[src/rtl/spi_regfile.sv]
// SPI mode-0 register bank: oversampled write/read-back of NUM_REGS x DATA_W config registers.
// Frame on the wire, MSB first: R/W (1=write), ADDR_W address bits, DATA_W data bits.
module spi_regfile #(
  parameter int NUM_REGS = 5,
  parameter int DATA_W   = 8,
  parameter int ADDR_W   = 7
) (
  input  logic                       clk,
  input  logic                       rst,
  input  logic                       ncs,
  input  logic                       sclk,
  input  logic                       copi,
  output logic                       cipo,
  output logic                       cipo_oe,
  output logic [NUM_REGS*DATA_W-1:0] regs_out,
  output logic                       wr_pulse,
  output logic [ADDR_W-1:0]          wr_addr,
  output logic                       frame_err
);

  localparam int FRAME_W = 1 + ADDR_W + DATA_W;
  localparam int CNT_W   = $clog2(FRAME_W + 2);
  localparam logic [CNT_W-1:0]  C_ADDR_LAST = CNT_W'(ADDR_W);
  localparam logic [CNT_W-1:0]  C_RD_SHIFT  = CNT_W'(1 + ADDR_W);
  localparam logic [CNT_W-1:0]  C_FRAME     = CNT_W'(FRAME_W);
  localparam logic [CNT_W-1:0]  C_SAT       = CNT_W'(FRAME_W + 1);
  localparam logic [ADDR_W:0]   C_NREGS     = (ADDR_W+1)'(NUM_REGS);

  logic [2:0]                       r_ncs_s, r_sclk_s;
  logic [1:0]                       r_copi_s;
  logic                             r_warm, r_ncs_armed, r_active, r_rd;
  logic [CNT_W-1:0]                 r_cnt;
  logic [FRAME_W-1:0]               r_shift;
  logic [DATA_W-1:0]                r_rd_sh;
  logic [NUM_REGS-1:0][DATA_W-1:0]  r_regs;
  logic                             r_wr_pulse, r_frame_err;
  logic [ADDR_W-1:0]                r_wr_addr;

  logic              w_ncs_fall, w_ncs_rise, w_sclk_rise, w_sclk_fall, w_copi, w_live;
  logic [ADDR_W-1:0] w_rd_addr, w_fr_addr;
  logic [DATA_W-1:0] w_rd_data, w_fr_data;
  logic              w_rd_req, w_fr_rw, w_fr_ok, w_addr_ok, w_commit, w_bad;

  // A falling edge only counts once ncs has been seen high on the real pin after
  // reset, so a frame held low across reset release is ignored entirely.
  assign w_ncs_fall  = r_ncs_s[2] & ~r_ncs_s[1] & r_ncs_armed;
  assign w_ncs_rise  = ~r_ncs_s[2] & r_ncs_s[1];
  assign w_sclk_rise = ~r_sclk_s[2] & r_sclk_s[1];
  assign w_sclk_fall = r_sclk_s[2] & ~r_sclk_s[1];
  assign w_copi      = r_copi_s[1];
  assign w_live      = r_active & ~r_ncs_s[1];

  // Read decision is taken on the edge that samples the last address bit.
  assign w_rd_addr = {r_shift[ADDR_W-2:0], w_copi};
  assign w_rd_req  = w_live & w_sclk_rise & (r_cnt == C_ADDR_LAST) & ~r_shift[ADDR_W-1];

  assign w_fr_rw   = r_shift[FRAME_W-1];
  assign w_fr_addr = r_shift[DATA_W +: ADDR_W];
  assign w_fr_data = r_shift[DATA_W-1:0];
  assign w_fr_ok   = (r_cnt == C_FRAME);
  assign w_addr_ok = ({1'b0, w_fr_addr} < C_NREGS);
  assign w_commit  = r_active & w_ncs_rise & w_fr_ok & w_fr_rw & w_addr_ok;
  assign w_bad     = r_active & w_ncs_rise & ~w_fr_ok;

  always_comb begin
    w_rd_data = '0;
    for (int k = 0; k < NUM_REGS; k++)
      if (w_rd_addr == ADDR_W'(k)) w_rd_data = r_regs[k];
  end

  always_ff @(posedge clk) begin
    if (rst) begin
      r_ncs_s     <= 3'b111;
      r_sclk_s    <= 3'b000;
      r_copi_s    <= 2'b00;
      r_warm      <= 1'b0;
      r_ncs_armed <= 1'b0;
      r_active    <= 1'b0;
      r_rd        <= 1'b0;
      r_cnt       <= '0;
      r_shift     <= '0;
      r_rd_sh     <= '0;
      r_regs      <= '0;
      r_wr_pulse  <= 1'b0;
      r_frame_err <= 1'b0;
      r_wr_addr   <= '0;
    end else begin
      r_ncs_s    <= {r_ncs_s[1:0], ncs};
      r_sclk_s   <= {r_sclk_s[1:0], sclk};
      r_copi_s   <= {r_copi_s[0], copi};
      r_warm     <= 1'b1;
      if (r_warm && r_ncs_s[0]) r_ncs_armed <= 1'b1;
      r_wr_pulse  <= w_commit;
      r_frame_err <= w_bad;

      if (w_ncs_fall) begin
        r_active <= 1'b1;
        r_cnt    <= '0;
        r_shift  <= '0;
        r_rd     <= 1'b0;
      end else if (w_ncs_rise) begin
        r_active <= 1'b0;
        r_rd     <= 1'b0;
      end else if (w_live) begin
        if (w_sclk_rise) begin
          r_shift <= {r_shift[FRAME_W-2:0], w_copi};
          if (r_cnt != C_SAT) r_cnt <= r_cnt + 1'b1;
          if (w_rd_req) begin
            r_rd    <= 1'b1;
            r_rd_sh <= w_rd_data;
          end
        end
        // First data bit is held across the falling edge right after the address.
        if (w_sclk_fall && (r_cnt > C_RD_SHIFT)) r_rd_sh <= r_rd_sh << 1;
      end

      if (w_commit) r_wr_addr <= w_fr_addr;
      for (int k = 0; k < NUM_REGS; k++)
        if (w_commit && (w_fr_addr == ADDR_W'(k))) r_regs[k] <= w_fr_data;
    end
  end

  assign cipo      = r_rd & r_rd_sh[DATA_W-1];
  assign cipo_oe   = r_rd;
  assign regs_out  = r_regs;
  assign wr_pulse  = r_wr_pulse;
  assign wr_addr   = r_wr_addr;
  assign frame_err = r_frame_err;

endmodule

[config.mk]
export PLATFORM = sky130hd
export DESIGN_NAME = spi_regfile
export DESIGN_NICKNAME = d
export VERILOG_FILES = /design/src/rtl/spi_regfile.sv
export SDC_FILE = /design/constraint.sdc
export NUM_CORES = 1
export LEC_CHECK = 0
export ABC_AREA = 0
export CAP_MARGIN = 20
export CORE_MARGIN = 1.5
export CORE_UTILIZATION = 44
export DETAILED_ROUTE_END_ITERATION = 8
export PLACE_DENSITY = 0.7
export SLEW_MARGIN = 5
export SYNTH_ARGS = -nofsm -noshare
export SYNTH_HDL_FRONTEND = slang
export SYNTH_SLANG_ARGS = --single-unit
[constraint.sdc]
create_clock -name clk -period 2.2 [get_ports clk]
set_input_delay 0.22 -clock clk [delete_from_list [all_inputs] [get_ports clk]]
set_output_delay 0.22 -clock clk [all_outputs]
set_load 0.02 [all_outputs]
### Yosys cells after proc, flatten, opt, wreduce, memory -nomap -nowiden

Index checks and enable logic that the tools add are counted.

* $add $sub $neg: 1
* order comparisons: 2
* eq/ne operators: 11
* multiplexer cells: 11
* bitwise gates (word level): 23
* reductions and logical operators: 18

Operators with widths (count)
* two-way mux 8 bit: 8
* == test 7 x 2 -> 1 bit (second input constant): 4
* AND 1 bit: 15
* == test 7 x 1 -> 1 bit (second input constant): 2
* == test 7 x 3 -> 1 bit (second input constant): 2
* logical NOT 7 bit: 2
* NOT 1 bit: 8
* logical AND 1 bit: 7
* < comparator 7 x 3 -> 1 bit (second input constant): 1
* AND reduction 3 bit: 2
* nonzero test 2 bit: 3
* adder 5 x 1 -> 5 bit (second input constant): 1
* == test 5 x 3 -> 1 bit (second input constant): 1
* == test 5 bit (second input constant): 1
* > comparator 5 x 4 -> 1 bit (second input constant): 1
* != test 5 bit (second input constant): 1
* AND reduction 5 bit: 1
* AND reduction 4 bit: 1
* two-way mux 1 bit: 3
* OR reduction 3 bit: 1
* OR reduction 2 bit: 1

* bits in registers: 90
* bits of input ports: 5
* output and inout bits: 51
* word-level logic and storage cells: 84

### Logic depth before layout (Yosys ltp)

* depth after elaboration: 9
* gate-level depth with buffers: 9
* depth with buffers taken out: 7

### Worst setup path before layout

No wires, ideal clock.

* path type: register to register
* start point: reg r_shift[12]
* end point: reg r_regs (netlist bit regs_out[23])
* library setup time: 0.128 ns
* arrival: 1.705 ns
* data required time: 2.072 ns
* slack: 0.368 ns
* stages on the path, launching flop included: 8
* path buffers: 2
* period minus slack after synthesis: 1.832 ns
* cells stage by stage: dfxtp_1 -> or4b_4 -> nor4_4 -> buf_6 -> nand3b_2 -> buf_6 -> mux2i_1 -> nor2_1

* cells in the longest elaborated chain, start to end: 3
* elaborated cells between the ends (all ways): 4
* those cells by class: 1 x order compare; 1 x eq/ne; 1 x bitwise; 1 x reduce/logical

Ends and longest elaborated chain
* from (decl): line 33 `logic [FRAME_W-1:0] r_shift;`
* from (signal assigned): line 106 `r_shift <= {r_shift[FRAME_W-2:0], w_copi};`
* < comparator 7 x 3 -> 1 bit: line 61 `assign w_addr_ok = ({1'b0, w_fr_addr} < C_NREGS);`
* AND 1 bit: line 62 `assign w_commit = r_active & w_ncs_rise & w_fr_ok & w_fr_rw & w_addr_ok;`
* logical AND 1 bit *: line 119 `if (w_commit && (w_fr_addr == ADDR_W'(k))) r_regs[k] <= w_fr_data;`
* to (signal, indexed assignment): line 119
* to (decl): line 35 `logic [NUM_REGS-1:0][DATA_W-1:0] r_regs;`

Every way passes the cells marked *; elsewhere a longest branch is shown, timed or not.
A chain may end at the register's enable or synchronous reset.

### Final worst setup path

* start point: reg r_cnt[0]
* end point: reg r_rd_sh[4]

* cells in the longest elaborated chain, start to end: 5
* elaborated cells between the ends (all ways): 9
* those cells by class: 1 x order compare; 1 x eq/ne; 1 x mux; 2 x bitwise; 4 x reduce/logical

Ends and longest elaborated chain
* from (decl): line 32 `logic [CNT_W-1:0] r_cnt;`
* from (signal assigned): line 107 `if (r_cnt != C_SAT) r_cnt <= r_cnt + 1'b1;`
* branches (longest 5 deep; another with > comparator 5 x 4 -> 1 bit)
* to (signal assigned): line 110 `r_rd_sh <= w_rd_data;`
* to (signal assigned): line 114 `if (w_sclk_fall && (r_cnt > C_RD_SHIFT)) r_rd_sh <= r_rd_sh << 1;`
* to (decl): line 34 `logic [DATA_W-1:0] r_rd_sh;`

Several ways; the timed one is not identified.

==> metrics.md <==
| Metric | Value |
|---|---|
| RSZ-0062 raised after global routing | `false` |
| DRC errors left | `0` |
| Slew margin rel. | `38.6%` |
| Yosys top cell by area | `dfxtp_1` |
| Root buf cell | `clkbuf_8` |
| Via Count | `3,183` |
| Cell area after placement | `~0.0044 mm^2` |
| Synth unique cells | `48` |
| Largest net degree at the start of global routing | `45` |
| Sink Count | `90` |
| Nets@finish | `between 400 and 500` |
| Peak VDD IR | `just over 0.3 mV` |
| Switch share | `between 20% and 30%` |
| Max clock buf depth | `2` |
| Final HPWL DP | `between 6 and 7 mm` |
| Clock share of power | `between 40 and 50%` |
| R2R setup slack | `210 ps` |
| Vias/cell | `5.54` |
| CTS tree | `built` |
| Req. time, crit path | `2470 ps` |
| Setup TNS | `0 ps` |
| Psw | `between 0.6 and 0.7 mW` |
| Asr flop ratio synth | `0%` |
| Hold crit path type | `in -> reg` |
| Layout Utilization | `a little under three fifths` |
| Rows | `33` |
| Crit path DAT | `2260 ps` |
| Outcome | `finished, final reports clean` |
| Fill count | `719` |
| Share of cells above drive strength 1 | `9.79%` |
| GR Util All Layers | `22.4%` |
| IO Pins | `56` |
| Post-synthesis cell area | `around 0.0038 mm^2` |
| Die ar. | `0.00913 mm^2` |
| Final WL | `9.59 mm` |
| Drt pass-1 iters | `5` |
| Sequential area share after synthesis | `47.8%` |
| Cells on worst reg2reg path | `5` |
| Synth warnings | `0` |
| Power Density | `650 mW/mm^2` |
| Hold EP | `r_ncs_armed$_SDFFE_PP0P_` |
| Power Internal | `2.42 mW` |
| Die Y | `95.5 um` |
| GR Overflow Total | `0` |
| Cells after synthesis | `413` |
| Pins over their slew limit | `0` |
| Crit path cell chain | `inv_1 > ha_1 > a2111oi_4 > a221oi_1 > a22o_1` |
| Hold path start | `rst` |
| First DRT Iteration DRCs | `230` |
| Fin crit period | `1990 ps` |
| Die W | `95.5 um` |
| Most frequent cells in the layout | `90 x dfxtp_1, 56 x nor2_1, 54 x clkdlybuf4s50_1` |
| Max Clock Skew | `15.6 ps` |
| Hold Path Cell Cnt | `2` |
| Final WS setup | `212 ps` |
| Routed WL per cell | `16.7 um` |
| Comb pwr share | `~2.1%` |
| Initial Utilization | `45.6%` |
| Vias in the first global route | `2,963` |
| Post-synth EDFFs | `0` |
| Clock Pin Slew Worst Setup and Hold Paths | `90 ps` |
| Synth Register Bits | `90` |
| Post-DRT Antenna Nets | `0` |
| Final Cell Area | `0.00470 mm^2` |
| Post-cts hold buffer count | `0` |
| Worst Setup Slack post-DPL | `89.6 ps` |
| Critical path peak fanout | `7` |
| Main synth FF type | `dfxtp_1` |
| Placeable Area | `0.00826 mm^2` |
| Maximum clock frequency | `503 MHz` |
| Final hold violation count | `0` |
| Layout area overhead | `24.6%` |
| Final setup fails | `0` |
| FF-to-FF End | `r_rd_sh[4]$_SDFFE_PP0P_` |
| Main area contributors after synthesis | `dfxtp_1 48%, mux2i_1 11%, nor2_1 5.6%` |
| Critical Path Source Type | `flip-flop` |
| Syn nets | `approximately 420` |
| Yosys top cell area share | `approximately 48%` |
| Skew-Pair Late Insertion Delay | `370 ps` |
| Flop pwr share | `53.9%` |
| Routability Congestion | `about 0.84` |
| Least-Margin Pin Slew | `921 ps` |
| CP max stage cell | `a2111oi_4` |
| Critical Path Sink Type | `flip-flop` |
| Diode count | `0` |
| PortBufs | `55` |
| Part of the cycle the worst path needs | `90.4%` |
| Commonest non-fill, non-tap cell in the layout | `dfxtp_1` |
| Global-route wire length before repair | `between 15 and 20 mm` |
| Max Cap Viol | `0` |
| Syn Area/Cell | `9.12 um^2` |
| Slowest cell delay on critical path | `between 500 and 600 ps` |
| CP Class | `reg -> reg` |
| CTS Buf Count | `9` |
| Leakage | `between 1.5 and 2 nW` |
| R2R Path Start | `r_cnt[0]$_SDFFE_PP0P_` |
| Initial antenna violation count | `0` |
| H-Tree Level Count | `3` |
==> cell families after synthesis <==
group	after synthesis	synth area share, %
XOR/XNOR	4	0.930
flip-flops	90	47.8
multiplexers	43	11.8
buffers and inverters	38	4.58
AND/OR/NAND/NOR	168	22.2
adder cells (fa/ha/maj)	3	0.996
AO/OA/AOI/OAI	67	11.7
==> synthesized netlist by cell type, types with 6 or more instances <==
cell,n
o21ai_0,9
mux2i_1,42
nor2_1,56
dfxtp_1,90
nor2b_1,10
nand2_1,46
a221oi_1,6
a21oi_1,30
and3_1,10
clkbuf_1,21
inv_1,6
nand3_1,12
==> registers in the layout, summed over array words and instances (netlist names) <==
signal / cells
r_warm: 1
wr_pulse: 1
r_shift: 16
r_sclk_s: 3
r_cnt: 5
r_copi_s: 2
r_ncs_armed: 1
frame_err: 1
r_active: 1
r_ncs_s: 3
regs_out: 40
cipo_oe: 1
wr_addr: 7
r_rd_sh: 8
==> critical path: cells and delay by family (launching register included) <==
family / cells / cell delay (ps)
compound gates: 3 / 1170
fa+ha+maj: 1 / 240
flops: 1 / 420
buf+inv: 1 / 70
==> metrics by stage <==
stage	hold slack (ps)	cells	total power, mW
after floorplan	324	413	1.72
after global placement	424	559	1.74
after detailed placement	429	559	1.75
after CTS	217	575	3.07
after global routing	227	575	3.15
final	216	575	3.05
==> area by class of cell <==
class | instances | area, um^2 | share of cell area (%)
inverter | 6 | 22.5 | 0.480
sequential | 90 | 1800 | 38.4
tap | 105 | 131 | 2.80
multi-input combinational | 285 | 1820 | 38.7
timing repair buffer | 73 | 681 | 14.5
clock inverter | 6 | 115 | 2.45
clock buffer | 10 | 128 | 2.72
==> metal layers <==
layer	track usage (%)	vias up	wire length, um
met4	8.33	0	140
li1	-	1533	-
met3	4.31	12	668
met2	33.8	113	4410
met1	31.6	1525	4380
met5	0	-	0
==> worst max-delay path by stage <==
stage | slack, ps | startpoint | to | cells after the start
detailed placement | 90 | r_shift[12]$_SDFFE_PP0P_ | regs_out[21]$_SDFFE_PP0P_ | 6
global route | 30 | r_cnt[1]$_SDFFE_PP0P_ | regs_out[15]$_SDFFE_PP0P_ | 8
floorplan | 370 | r_shift[12]$_SDFFE_PP0P_ | regs_out[23]$_SDFFE_PP0P_ | 7
finish | 210 | r_cnt[0]$_SDFFE_PP0P_ | r_rd_sh[4]$_SDFFE_PP0P_ | 5
global placement | 190 | r_shift[12]$_SDFFE_PP0P_ | regs_out[17]$_SDFFE_PP0P_ | 6
CTS | 110 | r_cnt[1]$_SDFFE_PP0P_ | regs_out[21]$_SDFFE_PP0P_ | 8
==> power groups by stage <==
stage | sequential, mW | combinational [mW] | clock [mW]
3_3_place_gp | 1.68 | 0.0607 | 0
5_1_grt | 1.65 | 0.0696 | 1.43
3_5_place_dp | 1.68 | 0.0623 | 0
2_1_floorplan | 1.68 | 0.0402 | 0
6_report | 1.64 | 0.0631 | 1.34
4_1_cts | 1.64 | 0.0625 | 1.36
==> timing repair <==
item	CTS	global route
setup buffers	0	0
gates resized for setup	0	2
setup endpoints to repair	0	11
No activity file was read; power rests on OpenSTA's default activity.
